$ cat src/rtl/router_reg.sv
// router_reg: 1x3 router datapath register block (header, full-buffer, parity).
// Build option: ROUTER_REG_STICKY_ERR_EN keeps err set until resetn.
module router_reg #(
  parameter int WIDTH = 8
) (
  input  logic             clock,
  input  logic             resetn,
  input  logic             pkt_valid,
  input  logic             fifo_full,
  input  logic             rst_int_reg,
  input  logic             detect_add,
  input  logic             ld_state,
  input  logic             laf_state,
  input  logic             full_state,
  input  logic             lfd_state,
  input  logic [WIDTH-1:0] data_in,
  output logic             parity_done,
  output logic             low_pkt_valid,
  output logic             err,
  output logic [WIDTH-1:0] dout
);

  logic [WIDTH-1:0] hdr;
  logic [WIDTH-1:0] ffb;
  logic [WIDTH-1:0] int_par;
  logic [WIDTH-1:0] pkt_par;
  logic             hdr_ok;

  assign hdr_ok = detect_add && pkt_valid
               && (data_in[1:0] != 2'b11);

  // Latch header byte of a packet with a valid address
  always_ff @(posedge clock or negedge resetn) begin
    if (!resetn) begin
      hdr <= '0;
    end else if (hdr_ok) begin
      hdr <= data_in;
    end
  end

  // Park the byte that arrives while the FIFO is full
  always_ff @(posedge clock or negedge resetn) begin
    if (!resetn) begin
      ffb <= '0;
    end else if (ld_state && fifo_full) begin
      ffb <= data_in;
    end
  end

  // FIFO write bus: header, live byte, or replayed parked byte
  always_ff @(posedge clock or negedge resetn) begin
    if (!resetn) begin
      dout <= '0;
    end else begin
      unique case (1'b1)
        lfd_state:               dout <= hdr;
        (ld_state && !fifo_full): dout <= data_in;
        laf_state:               dout <= ffb;
        default:                 dout <= dout;
      endcase
    end
  end

  // Source dropped pkt_valid during payload load
  always_ff @(posedge clock or negedge resetn) begin
    if (!resetn) begin
      low_pkt_valid <= 1'b0;
    end else if (rst_int_reg) begin
      low_pkt_valid <= 1'b0;
    end else if (ld_state && !pkt_valid) begin
      low_pkt_valid <= 1'b1;
    end
  end

  // Parity byte consumed, directly or after a full stall
  always_ff @(posedge clock or negedge resetn) begin
    if (!resetn) begin
      parity_done <= 1'b0;
    end else if (detect_add) begin
      parity_done <= 1'b0;
    end else if (ld_state && !fifo_full && !pkt_valid) begin
      parity_done <= 1'b1;
    end else if (laf_state && low_pkt_valid
                 && !parity_done) begin
      parity_done <= 1'b1;
    end
  end

  // Running XOR over header and accepted payload bytes
  always_ff @(posedge clock or negedge resetn) begin
    if (!resetn) begin
      int_par <= '0;
    end else if (detect_add) begin
      int_par <= '0;
    end else if (lfd_state && pkt_valid) begin
      int_par <= int_par ^ hdr;
    end else if (ld_state && pkt_valid
                 && !full_state && !fifo_full) begin
      int_par <= int_par ^ data_in;
    end
  end

  // Capture the received parity byte
  always_ff @(posedge clock or negedge resetn) begin
    if (!resetn) begin
      pkt_par <= '0;
    end else if (detect_add) begin
      pkt_par <= '0;
    end else if (ld_state && !pkt_valid && !fifo_full) begin
      pkt_par <= data_in;
    end
  end

  // Parity compare, valid the cycle after parity_done
  always_ff @(posedge clock or negedge resetn) begin
    if (!resetn) begin
      err <= 1'b0;
`ifdef ROUTER_REG_STICKY_ERR_EN
    end else if (parity_done && (int_par != pkt_par)) begin
      err <= 1'b1;
    end
`else
    end else if (parity_done) begin
      err <= (int_par != pkt_par);
    end else if (detect_add) begin
      err <= 1'b0;
    end
`endif
  end

endmodule

$ cat config.mk
export PLATFORM = sky130hd
export DESIGN_NAME = router_reg
export DESIGN_NICKNAME = d
export VERILOG_FILES = /design/src/rtl/router_reg.sv
export SDC_FILE = /design/constraint.sdc
export NUM_CORES = 1
export LEC_CHECK = 0
export ABC_AREA = 1
export BUFFER_PORTS_ARGS = -buffer_cell sky130_fd_sc_hd__buf_4
export CAP_MARGIN = 20
export CORE_MARGIN = 3
export CORE_UTILIZATION = 55
export DETAILED_ROUTE_END_ITERATION = 8
export PLACE_DENSITY_LB_ADDON = 0.3
export SYNTH_ARGS = -nofsm -noshare
export SYNTH_HDL_FRONTEND = slang
export SYNTH_SLANG_ARGS = --single-unit
$ cat constraint.sdc
create_clock -name clock -period 1.8 [get_ports clock]
set_input_delay 0.18 -clock clock [delete_from_list [all_inputs] [get_ports clock]]
set_output_delay 0.18 -clock clock [all_outputs]
set_load 0.02 [all_outputs]
== Word-level counts from Yosys, hierarchy flattened ==
Cells that the tools add are included.

* Eq/ne operators: 2
* Muxes and demuxes: 13
* Bitwise logic cells: 2
* Reduce and logical (&&, ||, !) cells: 23

{| class="wikitable"
|+ Operators with widths
! kind !! count
|-
| $mux 8 || 5
|-
| $pmux 8 s3 || 1
|-
| $xor 8x8->8 || 2
|-
| $logic_and 1x1->1 || 13
|-
| $reduce_bool 3->1 || 3
|-
| $ne 8x8->1 || 1
|-
| $mux 1 || 7
|-
| $reduce_bool 2->1 || 3
|-
| $logic_not 1->1 || 4
|-
| $ne 2x2->1 const B || 1
|}

* Register bits after elaboration: 43
* Bits of input ports: 18

== Longest topological paths before layout ==
* Word-level depth: 6
* Gate-level depth with buffers: 8
* Depth with buffers taken out: 7

== Worst setup path after synthesis ==
Ideal clock, no wire load.

* Path type: input port to flip-flop
* Start: in laf_state
* End: reg dout[1]
* Library setup time: 0.128 ns
* Arrival: 0.901 ns
* Required time: 1.672 ns
* Path slack: 0.771 ns
* Stages on the path: 6
* Buffers on the path: 2
* Cell sequence: buf_2 inv_1 nand2_1 nor2_1 buf_2 o21ai_0

* Longest elaborated chain between the ends: 1

{| class="wikitable"
|+ RTL lines
! item !! line !! text
|-
| start, declared || 13 || <nowiki>input logic laf_state,</nowiki>
|-
| $pmux 8 s3 / $reduce_bool 3->1 (equally long branches) || - ||
|-
| end signal, assigned || 56 || <nowiki>lfd_state: dout <= hdr;</nowiki>
|-
| end signal, assigned || 57 || <nowiki>(ld_state && !fifo_full): dout <= data_in;</nowiki>
|-
| end signal, assigned || 59 || <nowiki>default: dout <= dout;</nowiki>
|-
| end, declared || 20 || <nowiki>output logic [WIDTH-1:0] dout</nowiki>
|}

Parallel ways exist; a longest one is shown, timed or not.
A chain may end at the register's enable or synchronous reset.

== Worst setup path after layout ==
* Start: reg parity_done
* End: out parity_done

{| class="wikitable"
|+ RTL lines
! item !! line !! text
|-
| start, declared || 17 || <nowiki>output logic parity_done,</nowiki>
|-
| start signal, assigned || 78 || <nowiki>parity_done <= 1'b0;</nowiki>
|-
| start signal, assigned || 80 || <nowiki>parity_done <= 1'b0;</nowiki>
|-
| start signal, assigned || 82 || <nowiki>parity_done <= 1'b1;</nowiki>
|}

No word-level cell between the ends.

==> impl_metrics.py <==
metrics = {
    "clock_network": {
        "cts-root-buf": "clkbuf_8",
        "clock_latency_ps": 290,
        "h-tree-depth": 2,
        "cts.sinks": 43,
        "clk_pin_slew_ps": 80,
        "clock_path_buffers": 2,
        "cts_resized": 0,
        "cts_made_buffers": 5,
        "tritoncts": "done",
    },
    "synth": {
        "synth.top_cell.area_share_pct": 52.3,
        "synthTopCellsByCount": "80 x nand2_1, 43 x dfrtp_1, 32 x o21ai_0, 29 x inv_1, 24 x nor2_1",
        "yosysUniqueCellTypes": 19,
        "ys_seq_area_share_pct": 52.3,
        "syn_area_um2": 2060,
        "synth_ff_type": "dfrtp_1",
        "ys_async_sr_fraction_pct": 100,
        "synthTopCellsByArea": "dfrtp_1 52%, nand2_1 15%, o21ai_0 7.8%",
        "ys_warn_count": 0,
        "syn_area_per_cell_um2": 7.74,
        "synth.largest_area_cell": "dfrtp_1",
        "synth_edf_count": 0,
        "yosysMostFrequentCell": "nand2_1",
        "synthCells": 266,
        "ys_seq_elements": 43,
        "synth_nets": 284,
    },
    "place": {
        "port_buffers": 28,
        "dp_hpwl_um": 3440,
        "gp_congestion": 0.863,
        "dp.cells": 335,
    },
    "worst_setup_path": {
        "cp_num_buf_inv": 1,
        "cp.depth": 1,
        "worstSetupPathType": "reg -> out",
        "endpoint_kind": "primary output",
        "ff2ff_path_depth": 7,
        "required_ps": 1620,
        "cp_max_fo": 4,
        "critPathTopFamily": "flip-flops",
        "crit_arrival_ps": 910,
        "crit_path_max_incr_delay_ps": 440,
        "crit_path_start_kind": "flip-flop",
        "slowest_stage": "dfrtp_1",
        "crit_path_cell_trace": "buf_4",
    },
    "drt": {
        "first_pass_iters": 4,
        "avgViaCountPerCell": 5.45,
        "routed_wl_um": 4930,
        "remaining_drc_errors": 0,
        "vias": 1874,
        "met2WireLength_um": 2320,
        "antenna_left": 0,
        "drt-met1-wl_um": 2160,
        "first_iter_violations": 149,
        "highest_layer": "met4",
        "routedWlPerCell_um": 14.3,
        "met3_wirelength_um": 338,
    },
    "floorplan": {
        "rows": 21,
        "io_pins": 29,
        "fp.dieH_um": 67.2,
        "dieWidth_um": 67.2,
        "start_util_pct": 59.3,
        "die_area_um2": 4510,
        "core_um2": 3470,
    },
    "timing": {
        "setup_tns_ps": 0,
        "rsz0062_at_grt": "false",
        "finalCriticalPeriod_ps": 1090,
        "finalCritPeriodShare_pct": 60.7,
        "timing.slew.headroom_pct": 57.2,
        "setup_viol": 0,
        "drv_slew": 0,
        "fmax_ghz": 0.916,
        "final.setup_skew_ps": 2.69,
        "worst_pin_slew_ps": 640,
        "hold_violations": 0,
    },
    "power": {
        "p_leak_uw": 0.00124,
        "peakVddDrop_mv": 0.515,
        "power.density_nw_per_um2": 973,
    },
    "min_path": {
        "hold_depth": 2,
        "hp-class": "in -> reg",
    },
    "global_route": {
        "grt_use_total_pct": 25.0,
        "grt_pass1_vias": 1791,
        "antenna_found_initial": 0,
        "grt_pass1_wl_um": 8320,
        "grt_max_degree": 44,
        "grt_overflow": 0,
    },
    "layout": {
        "fin_nets": 315,
        "drive_gt1_share_pct": 14.1,
        "area_growth_pct": 18.5,
        "fin_cells": 344,
        "n_antenna_cell": 0,
    },
    "run": {
        "cap_violations": 0,
    },
    "run_status": {
        "status": "finished, final reports clean",
    },
}
-- registers in the layout, summed over array words and instances (netlist names) --
signal,cells
dout,8
ffb,8
hdr,8
int_par,8
pkt_par,8
err,1
low_pkt_valid,1
parity_done,1
-- timing repair --
item	4_1_cts	5_1_grt
endpoints found under the setup margin	0	0
endpoints found under the hold margin	43	0
hold buffers	1	0
buffers inserted	0	0
-- layout make-up --
class / count / area (um2)
flip-flops and latches: 43 / 1080
fillers: 290 / 1030
multi-input cells: 185 / 832
repair buffers: 32 / 243
inverters: 30 / 113
clock buffers: 6 / 82.6
well taps: 46 / 57.6
clock inverters: 2 / 35.0
-- per-stage QoR --
step           area, um2  hold slack (ps)  util (%)  total power [uW]  setup WS, ps
2_1_floorplan       2060             -116         -              1410           771
3_3_place_gp        2310              200      66.6              1590           574
3_5_place_dp        2310              201      66.6              1600           510
4_1_cts             2440             15.6      70.3              2390           703
5_1_grt             2440             16.4      70.3              2500           677
6_report            2440             22.0      70.3              2370           708
-- cells in the final DEF, fill, tap and decap left out, drive strengths merged --
cell type     n
nand2        81
clkbuf        6
clkinv        1
buf          31
dlygate4sd3   1
a21oi        15
inv          30
xnor2         3
o32ai         2
o31ai         2
o211ai        1
dfrtp        43
bufinv        1
nand3        16
o22ai         3
nor2         24
o21ai        38
-- report_power, final --
part / total [uW] / internal [uW] / switching [uW] / leakage (uW)
registers: 1150 / 1070 / 75.5 / 0.000552
clock network: 783 / 449 / 334 / 0.0000612
logic: 441 / 171 / 270 / 0.000631
total: 2370 / 1690 / 679 / 0.00124
-- metal layers --
metal	global-route usage, %	up-vias
met2	40.5	78
met4	9.11	0
met3	6.16	16
met1	32.6	865
li1	-	915
met5	0	-
-- kinds of logic (layout without fill, tap and decap cells) --
logic type | Yosys count | in the layout | share of synthesized area (%)
xor gates and xnor gates | 3 | 3 | 1.28
AOI/OAI and AO/OA | 61 | 61 | 16.0
DFF | 43 | 43 | 52.3
and+or+nand+nor | 121 | 121 | 23.2
buffers and inverters | 38 | 70 | 7.29
-- path summary, 6_finish.rpt --
path / startpoint / end / slack [ps]
worst max-delay path: parity_done / parity_done / 710
worst min register to register: ffb[6] / ffb[6] / 490
worst min-delay path: rst_int_reg / low_pkt_valid / 20
max in group asynchronous: resetn / pkt_par[3] / 1010
worst max register to register: int_par[2] / err / 800
min in group asynchronous: resetn / ffb[3] / 410
No activity file was read; power rests on OpenSTA's default activity.
